--- src/rtl/video_frame_path_sel.sv ---
// Frame-locked 2:1 AXI4-Stream selector with one output register slice (1-cycle latency).
// Path switches only at frame ends; optional macro VIDEO_FRAME_PATH_SEL_DROP_UNSEL_EN drains the idle input.
module video_frame_path_sel #(
  parameter int TDATA_WIDTH = 32,
  parameter int LINES_WIDTH = 12,
  parameter int CNT_WIDTH   = 16
) (
  input  logic                   clk_i,
  input  logic                   rst_n_i,
  input  logic                   sel_i,
  input  logic [LINES_WIDTH-1:0] frame_lines_i,
  input  logic                   a_tvalid,
  input  logic [TDATA_WIDTH-1:0] a_tdata,
  input  logic                   a_tlast,
  input  logic                   a_tuser,
  output logic                   a_tready,
  input  logic                   b_tvalid,
  input  logic [TDATA_WIDTH-1:0] b_tdata,
  input  logic                   b_tlast,
  input  logic                   b_tuser,
  output logic                   b_tready,
  output logic                   o_tvalid,
  output logic [TDATA_WIDTH-1:0] o_tdata,
  output logic                   o_tlast,
  output logic                   o_tuser,
  input  logic                   o_tready,
  output logic                   active_sel_o,
  output logic [CNT_WIDTH-1:0]   frame_cnt_o,
  output logic [CNT_WIDTH-1:0]   resync_cnt_o
);

  typedef enum logic {SYNC = 1'b0, PASS = 1'b1} state_e;

  state_e                 state_q, state_d;
  logic                   init_q;
  logic                   active_sel_q, active_sel_d;
  logic [LINES_WIDTH-1:0] lines_m1_q, lines_m1_d;
  logic [LINES_WIDTH-1:0] line_cnt_q, line_cnt_d;
  logic [CNT_WIDTH-1:0]   frame_cnt_q, frame_cnt_d;
  logic [CNT_WIDTH-1:0]   resync_cnt_q, resync_cnt_d;
  logic                   o_vld_q;
  logic [TDATA_WIDTH-1:0] o_dat_q;
  logic                   o_last_q, o_user_q;

  logic                   s_vld, s_last, s_user;
  logic [TDATA_WIDTH-1:0] s_dat;
  logic                   slice_free, sel_rdy, unsel_rdy, load, frame_end;
  logic [LINES_WIDTH-1:0] lines_m1_in;

  assign s_vld  = active_sel_q ? b_tvalid : a_tvalid;
  assign s_dat  = active_sel_q ? b_tdata  : a_tdata;
  assign s_last = active_sel_q ? b_tlast  : a_tlast;
  assign s_user = active_sel_q ? b_tuser  : a_tuser;

  assign slice_free  = !o_vld_q || o_tready;
  // A programmed line count of zero behaves as a single-line frame.
  assign lines_m1_in = (frame_lines_i == '0) ? '0 : frame_lines_i - LINES_WIDTH'(1);

`ifdef VIDEO_FRAME_PATH_SEL_DROP_UNSEL_EN
  assign unsel_rdy = !init_q;
`else
  assign unsel_rdy = 1'b0;
`endif

  always_comb begin
    state_d      = state_q;
    active_sel_d = active_sel_q;
    lines_m1_d   = lines_m1_q;
    line_cnt_d   = line_cnt_q;
    frame_cnt_d  = frame_cnt_q;
    resync_cnt_d = resync_cnt_q;
    sel_rdy      = 1'b0;
    load         = 1'b0;
    frame_end    = 1'b0;

    if (init_q) begin
      // First cycle out of reset behaves as SYNC entry.
      active_sel_d = sel_i;
      lines_m1_d   = lines_m1_in;
    end else begin
      case (state_q)
        SYNC: begin
          // Non-SOF beats are always dropped; an SOF must wait for a free slice.
          sel_rdy = !s_user || slice_free;
          if (s_vld && sel_rdy && s_user) begin
            load       = 1'b1;
            line_cnt_d = '0;
            if (s_last && (lines_m1_q == '0)) frame_end = 1'b1;
            else                               state_d   = PASS;
          end
        end
        PASS: begin
          sel_rdy = slice_free;
          if (s_vld && sel_rdy) begin
            load = 1'b1;
            if (s_user) begin
              if (resync_cnt_q != '1) resync_cnt_d = resync_cnt_q + CNT_WIDTH'(1);
              line_cnt_d = s_last ? LINES_WIDTH'(1) : '0;
            end else if (s_last) begin
              if (line_cnt_q >= lines_m1_q) frame_end = 1'b1;
              else                          line_cnt_d = line_cnt_q + LINES_WIDTH'(1);
            end
          end
        end
        default: state_d = SYNC;
      endcase
    end

    if (frame_end) begin
      state_d      = SYNC;
      frame_cnt_d  = frame_cnt_q + CNT_WIDTH'(1);
      active_sel_d = sel_i;
      lines_m1_d   = lines_m1_in;
      line_cnt_d   = '0;
    end
  end

  always_ff @(posedge clk_i or negedge rst_n_i) begin
    if (!rst_n_i) begin
      state_q      <= SYNC;
      init_q       <= 1'b1;
      active_sel_q <= 1'b0;
      lines_m1_q   <= '0;
      line_cnt_q   <= '0;
      frame_cnt_q  <= '0;
      resync_cnt_q <= '0;
    end else begin
      state_q      <= state_d;
      init_q       <= 1'b0;
      active_sel_q <= active_sel_d;
      lines_m1_q   <= lines_m1_d;
      line_cnt_q   <= line_cnt_d;
      frame_cnt_q  <= frame_cnt_d;
      resync_cnt_q <= resync_cnt_d;
    end
  end

  // Output register slice: holds while stalled, empties only on a handshake with no refill.
  always_ff @(posedge clk_i or negedge rst_n_i) begin
    if (!rst_n_i) begin
      o_vld_q  <= 1'b0;
      o_dat_q  <= '0;
      o_last_q <= 1'b0;
      o_user_q <= 1'b0;
    end else if (load) begin
      o_vld_q  <= 1'b1;
      o_dat_q  <= s_dat;
      o_last_q <= s_last;
      o_user_q <= s_user;
    end else if (o_tready) begin
      o_vld_q  <= 1'b0;
    end
  end

  assign a_tready     = active_sel_q ? unsel_rdy : sel_rdy;
  assign b_tready     = active_sel_q ? sel_rdy   : unsel_rdy;
  assign o_tvalid     = o_vld_q;
  assign o_tdata      = o_dat_q;
  assign o_tlast      = o_last_q;
  assign o_tuser      = o_user_q;
  assign active_sel_o = active_sel_q;
  assign frame_cnt_o  = frame_cnt_q;
  assign resync_cnt_o = resync_cnt_q;

endmodule
--- config.mk ---
export PLATFORM = sky130hd
export DESIGN_NAME = video_frame_path_sel
export DESIGN_NICKNAME = d
export VERILOG_FILES = /design/src/rtl/video_frame_path_sel.sv
export SDC_FILE = /design/constraint.sdc
export NUM_CORES = 1
export LEC_CHECK = 0
export CAP_MARGIN = 20
export CORE_MARGIN = 5
export CORE_UTILIZATION = 30
export DETAILED_ROUTE_END_ITERATION = 7
export GPL_TIMING_DRIVEN = 0
export HOLD_SLACK_MARGIN = 0.15
export REMOVE_ABC_BUFFERS = 1
export SKIP_LAST_GASP = 1
export SLEW_MARGIN = 0
export SYNTH_ARGS = -nofsm -noshare
export SYNTH_HDL_FRONTEND = slang
export SYNTH_SLANG_ARGS = --single-unit
--- constraint.sdc ---
create_clock -name clk_i -period 3.3 [get_ports clk_i]
set_input_delay 0.33 -clock clk_i [delete_from_list [all_inputs] [get_ports clk_i]]
set_output_delay 0.33 -clock clk_i [all_outputs]
set_load 0.01 [all_outputs]
==> impl_results.md, run 1 <==
* Row cnt at 47
* Max Cap Viol at 0
* CTS clk-pin slew, worst paths at 0.07 ns
* Die Wd at 138 um
* Cell depth of the worst min-delay path at 1
* Max H-tree Level at 3
* Fraction of registers with async set/reset at 1.00
* Worst Setup End Kind: register
* Crit-path slowest cell: mux2i_2
* Max clock buf depth at 2
* Crit path max-delay family: multiplexers
* CP peak stage delay at 0.57 ns
* Ant diodes at 0
* RSZ-0062 raised after global routing: no
* Startpoint Class: register
* Final setup slack of the worst path at 0.205 ns
* Final antenna-violating net count at 0
* Number of flops mapped to enable cells by yosys at 0
* Final-report hold violation count at 0
* Core Area at 16,300 um^2
* Hold endpoint: frame_cnt_o[15]
* Port Buffer Count at 155
* Hold Crit Class: register to register
* Count leader, synth: dfrtp_1
* Detailed Routing Iterations Pass 1 at 4
* Final net count at 750
* Syn Inst Count at 495
* Routed vias/inst at 4.83
* Boundary Pins at 156
* DRC at 0
* Top FF cell, synth: dfrtp_1
* Yosys reg bits at 94
* Area contributors post-synth: dfrtp_1 47%, mux2i_1 7.3%, xnor2_1 5.1%
* Die Height at 138 um
* Max-slew violation count at 0
* Via count at 4,218
* Pre-CTS setup slack at -0.427 ns
* Largest net degree at the start of global routing at 59
* Syn Area/Cell at 9.98 um^2
* Min-delay src: frame_cnt_o[15]
* Critical path type: register to register
* Number of global-route vias before repair at 4,245
* Critical path, cell by cell: buf_12 > mux2i_2 > nor4_1 > a22oi_1 > a31oi_1 > buf_4 > nor2_4 > mux2_2
* P_leak at 0.00303 uW
* Initial antenna violation count at 0
* Slew HR at 0.359
* DRT iter0 DRCs at 235
* Post-layout min period at 3.10 ns
* Crit-path max FO at 36
* Bufs and invs on worst path at 2
* RePlAce Congestion at 0.877
* Unique masters post-synth at 54
* CTS sink cnt at 94
* Power per cell area at 476 nW/um^2
* Clock Skews at 0.00933 ns
* Status: complete, no violations
* Leading area contributor after synthesis: dfrtp_1
* Post-CTS Setup Bufs at 0
* Post-synth top cells: 93 x dfrtp_1, 56 x nor2_1, 49 x a21oi_1, 36 x mux2i_1, 29 x xnor2_1
* Area of placed instances at 6800 um^2
* CTS Buf Count at 9
* Worst skew pair latency at 0.34 ns
* Initial Util at 0.302
* WL final at 13,800 um
* Routed length per instance at 15.8 um
* Reg-to-reg endpoint: active_sel_o
* Setup violators final at 0
* CTS tree: done
* Post-DP HPWL at 10,800 um
* Synth-to-Final Area Change at 44.6%
* Critical Path AT at 3.31 ns
* Max VDD drop at 0.231 mV
* Global-route wire length before repair at 22,800 um
* Origin of the critical flop-to-flop path: active_sel_o
* Fmax at 323 MHz
* Sequential-to-total area share from yosys stat at 0.477
* Setup slack, reg-to-reg at 0.20 ns
* Root buffer cell: clkbuf_16
* Dpl cells at 856
* Non-filler instance count after layout at 873
* Die area at 19,100 um^2
* Fill cells at 1,562
* Tightest Pin Transition at 0.958 ns
* Overflow after GRT at 0
* Worst Reg-to-Reg Cells at 8
* Share of the synthesized area in the top cell type at 0.471
* Fin crit share at 0.938
* GR Util All Layers at 0.143
* Critical path required time at 3.52 ns
* Share of layout cells above drive strength 1 at 0.0750
* Post-Layout Inst Area at 7140 um^2
* Synth Cell Area at 4940 um^2
* Synthesis Warnings at 0
logic make-up after synthesis:
group,count (synthesis),share of synthesized area
compound gates,87,0.106
xor+xnor,37,0.0656
fa+ha+maj,16,0.0405
buf+inv,41,0.0339
flops,94,0.477
mux,42,0.0872
other cells,1,0.000759
simple gates,177,0.190
layout make-up:
type / count / area (um^2) / share of cell area
clock inverter: 5 / 83.8 / 0.0117
tap: 220 / 275 / 0.0385
sequential: 94 / 2350 / 0.330
inverter: 20 / 75.1 / 0.0105
clock buffer: 11 / 233 / 0.0326
timing repair buffer: 163 / 1660 / 0.233
multi-input combinational: 360 / 2460 / 0.344
layout by cell type (no fill, tap or decap), types with 3 or more instances in the layout:
cell type / n
a21oi_1: 49
a31oi_1: 6
and2_1: 3
and3_1: 12
and4_1: 3
buf_8: 3
clkbuf_16: 9
clkdlybuf4s50_1: 154
dfrtp_1: 92
ha_1: 16
inv_1: 20
mux2_2: 5
mux2i_1: 35
nand2_1: 25
nand3_1: 17
nand4_1: 13
nor2_1: 55
nor3_1: 8
nor4_1: 5
o21ai_0: 11
o31ai_1: 7
or2_2: 3
or3_1: 12
or3b_2: 6
xnor2_1: 29
xor2_1: 8
power by group:
group	switching, uW	total [uW]	internal, uW
logic	387	870	483
clock network	439	1100	666
registers	116	1420	1310
per-stage QoR:
| step | hold WS, ns | total power [uW] | utilization | TNS, ns |
|---|---|---|---|---|
| 6_report | 0.476 | 3400 | 0.437 | 0 |
| 5_1_grt | 0.501 | 3590 | 0.437 | 0 |
| 4_1_cts | 0.478 | 3440 | 0.437 | 0 |
| 3_5_place_dp | 0.451 | 2320 | 0.416 | -3.60 |
| 3_3_place_gp | 0.463 | 2290 | 0.408 | -368.57 |
| 2_1_floorplan | 0.0344 | 1800 | - | -120.42 |
metal layers:
layer | vias up | track usage | share of wire
li1 | 2061 | - | -
met1 | 2017 | 0.188 | 0.45
met2 | 131 | 0.234 | 0.47
met3 | 9 | 0.0421 | 0.065
met4 | 0 | 0.0348 | 0.0078
met5 | - | 0 | 0
timing repair:
| action | in CTS | in global routing |
|---|---|---|
| endpoints found under the hold margin | 57 | 0 |
| resized for setup | 3 | 1 |
| cloned | 0 | 0 |
| pin swaps | 0 | 0 |
| setup endpoints to repair | 13 | 2 |
| hold buffers | 1 | 0 |
state kept, by name, summed over array words and instances (netlist names):
signal	flops
active_sel_o	1
frame_cnt_o	16
init_q	1
line_cnt_q	12
lines_m1_q	12
o_tdata	32
o_tlast	1
o_tuser	1
o_tvalid	1
resync_cnt_o	16
state_q	1
how the worst max path moves through the flow:
stage / depth (start not counted) / slack [ns] / from / endpoint
floorplan: 6 / -2.83 / active_sel_o / line_cnt_q[2]
global placement: 6 / -4.41 / active_sel_o / line_cnt_q[5]
detailed placement: 8 / -0.43 / active_sel_o / active_sel_o
CTS: 8 / 0.02 / active_sel_o / active_sel_o
global route: 8 / 0.04 / active_sel_o / active_sel_o
finish: 8 / 0.20 / active_sel_o / active_sel_o
(Power assumes the default switching activity.)
==> inputs of run 2 (changes only) <==
--- a/config.mk
+++ b/config.mk
@@ -9,9 +9,11 @@
 export CORE_MARGIN = 5
 export CORE_UTILIZATION = 30
 export DETAILED_ROUTE_END_ITERATION = 7
+export DONT_BUFFER_PORTS = 1
 export GPL_TIMING_DRIVEN = 0
 export HOLD_SLACK_MARGIN = 0.15
 export REMOVE_ABC_BUFFERS = 1
+export SETUP_SLACK_MARGIN = 0.02
 export SKIP_LAST_GASP = 1
 export SLEW_MARGIN = 0
 export SYNTH_ARGS = -nofsm -noshare
==> run 2 against run 1 <==
Non-clock buffer count is 154 lower; critical endpoint unchanged; first-iteration DRC count is 41% lower; largest power group unchanged; via count shrank 12%; critical path type unchanged; sequential power grew 6%; power shrank 12%; final area down 22%; clock power is 5% lower; core utilization fell by 9.4 points.
==> impl_results.md, run 2 (synthesized netlist as in run 1, its figures left out) <==
* Initial Util at 0.302 (unchanged)
* Post-layout min period at 3.00 ns (-0.0931 ns)
* GR peak layer: met2
* Max Cap Viol at 0 (unchanged)
* CTS tree: done
* Critical path required time at 3.52 ns (about the same)
* Boundary Pins at 156 (unchanged)
* Met1 Resource Use GR at 0.150 (-0.0379)
* Post-Layout Inst Area at 5600 um^2 (-22%)
* Non-filler instance count after layout at 719 (-18%)
* P_leak at 0.00243 uW (-20%)
* Overflow after GRT at 0 (unchanged)
* Final-report hold violation count at 0 (unchanged)
* Fin crit share at 0.910 (-0.0282)
* RePlAce Congestion at 0.852 (-2.8%)
* WL final at 12,300 um (-11%)
* Max H-tree Level at 3 (unchanged)
* Routed length per instance at 17.1 um (+8.0%)
* Root buffer cell: clkbuf_16
* Final antenna-violating net count at 0 (unchanged)
* Critical path type: register to register
* Worst Setup End Kind: register
* CTS Buf Count at 9 (unchanged)
* Max VDD drop at 0.251 mV (+8.8%)
* Status: complete, no violations
* Final net count at 596 (-21%)
* Max clock buf depth at 2 (unchanged)
* RSZ-0062 raised after global routing: no
* DRT iter0 DRCs at 139 (-41%)
* Slew HR at 0.325 (-0.0337)
* Worst skew pair latency at 0.34 ns (about the same)
* DRC at 0 (unchanged)
* Max-slew violation count at 0 (unchanged)
* Dpl cells at 700 (-18%)
* Power per cell area at 531 nW/um^2 (+12%)
* CP peak stage delay at 0.53 ns (-0.04 ns)
* Detailed Routing Iterations Pass 1 at 4 (unchanged)
* Clock Skews at 0.00904 ns (-0.000290 ns)
* Synth-to-Final Area Change at 13.5%
* Post-CTS Setup Bufs at 0 (unchanged)
* Most frequent cells in the layout: 92 x dfrtp_1, 55 x nor2_1, 49 x a21oi_1, 35 x mux2i_1, 29 x xnor2_1
* Commonest non-fill, non-tap cell in the layout: dfrtp_1
* Register area at 2350 um^2 (unchanged)
* Multi-input gate area at 2470 um^2 (+0.61%)
* Core Area at 16,300 um^2 (unchanged)
* Largest register FFs at 32 (unchanged)
* Number of global-route vias before repair at 3,692 (-13%)
* GR Util All Layers at 0.128 (-0.0152)
* Fill cells at 1,642 (+5.1%)
* Die Height at 138 um (unchanged)
* Largest net degree at the start of global routing at 95 (+61%)
* Critical path, cell by cell: buf_12 > mux2i_2 > nor4_1 > a22oi_1 > a31oi_2 > buf_4 > nor2_4 > mux2_2
* Setup slack, reg-to-reg at 0.30 ns (+0.09 ns)
* Die Wd at 138 um (unchanged)
* Setup violators final at 0 (unchanged)
* Post-DP HPWL at 9450 um (-12%)
* Via count at 3,691 (-12%)
* Crit-path max FO at 36 (unchanged)
* Share of layout cells above drive strength 1 at 0.100 (+0.0252)
* Routed vias/inst at 5.13 (+6.2%)
* Port Buffer Count at 0 (-100%)
* Hold_ws at 0.191 ns (-0.285 ns)
* Global-route wire length before repair at 20,200 um (-11%)
* Ant diodes at 0 (unchanged)
* Tightest Pin Transition at 1.01 ns (+0.0503 ns)
* CTS sink cnt at 94 (unchanged)
* Crit-path slowest cell: mux2i_2
* Row cnt at 47 (unchanged)
* Die area at 19,100 um^2 (unchanged)
* Startpoint Class: register
* Hold Crit Class: input pin to register
* Global routing usage on met3 at 0.0535 (+0.0114)
* Final Power at 2970 uW (-12%)
* Crit path max-delay family: multiplexers
* Area of placed instances at 5220 um^2 (-23%)
* Initial antenna violation count at 0 (unchanged)
* Fmax at 333 MHz (+3.1%)
* Met2 Usage GRT at 0.215 (-0.0193)
* Bufs and invs on worst path at 2 (unchanged)
* CTS clk-pin slew, worst paths at 0.06 ns (about the same)
* Critical Path AT at 3.22 ns (-0.09 ns)
-- run 2: report_power, final --
part	switching [uW]	internal (uW)	total, uW	leakage [uW]
Clock	440	609	1050	0.000142
Combinational	232	184	416	0.00114
Sequential	203	1310	1510	0.00115
-- run 2: area by class of cell --
| cell class | count | area share |
|---|---|---|
| Sequential cell | 94 | 0.420 |
| Clock inverter | 5 | 0.0105 |
| Tap cell | 220 | 0.0491 |
| Inverter | 20 | 0.0134 |
| Multi-Input combinational cell | 360 | 0.441 |
| Timing Repair Buffer | 9 | 0.0221 |
| Clock buffer | 11 | 0.0433 |
-- run 2: per-layer routing --
layer	routed length [um]	up-vias	share of wire
met5	0	-	0
met4	201	0	0.016
met3	1110	15	0.090
met2	5990	151	0.49
met1	5000	1770	0.41
li1	-	1755	-
-- run 2: path summary, 6_finish.rpt --
path,depth (start not counted),to,startpoint
worst max-delay path,8,active_sel_o,active_sel_o
worst min-delay path,2,lines_m1_q[4],frame_lines_i[4]
worst max register to register,8,active_sel_o,active_sel_o
worst min register to register,1,frame_cnt_o[15],frame_cnt_o[15]
max in group asynchronous,2,active_sel_o,rst_n_i
min in group asynchronous,2,resync_cnt_o[8],rst_n_i
-- run 2: what timing repair did --
action / 4_1_cts / 5_1_grt
setup endpoints to repair: 13 / 13
endpoints found under the hold margin: 95 / 0
pin swaps: 0 / 0
resized for setup: 4 / 2
cloned: 0 / 0
hold buffers: 3 / 0
-- run 2: metrics by stage --
step	TNS (ns)	util	worst slack, ns
final	0	0.343	0.298
after floorplan	-120.42	-	-2.83
after CTS	0	0.342	0.0506
after global routing	0	0.343	0.0894
after global placement	-219.39	0.313	-4.31
after detailed placement	-4.02	0.319	-0.467
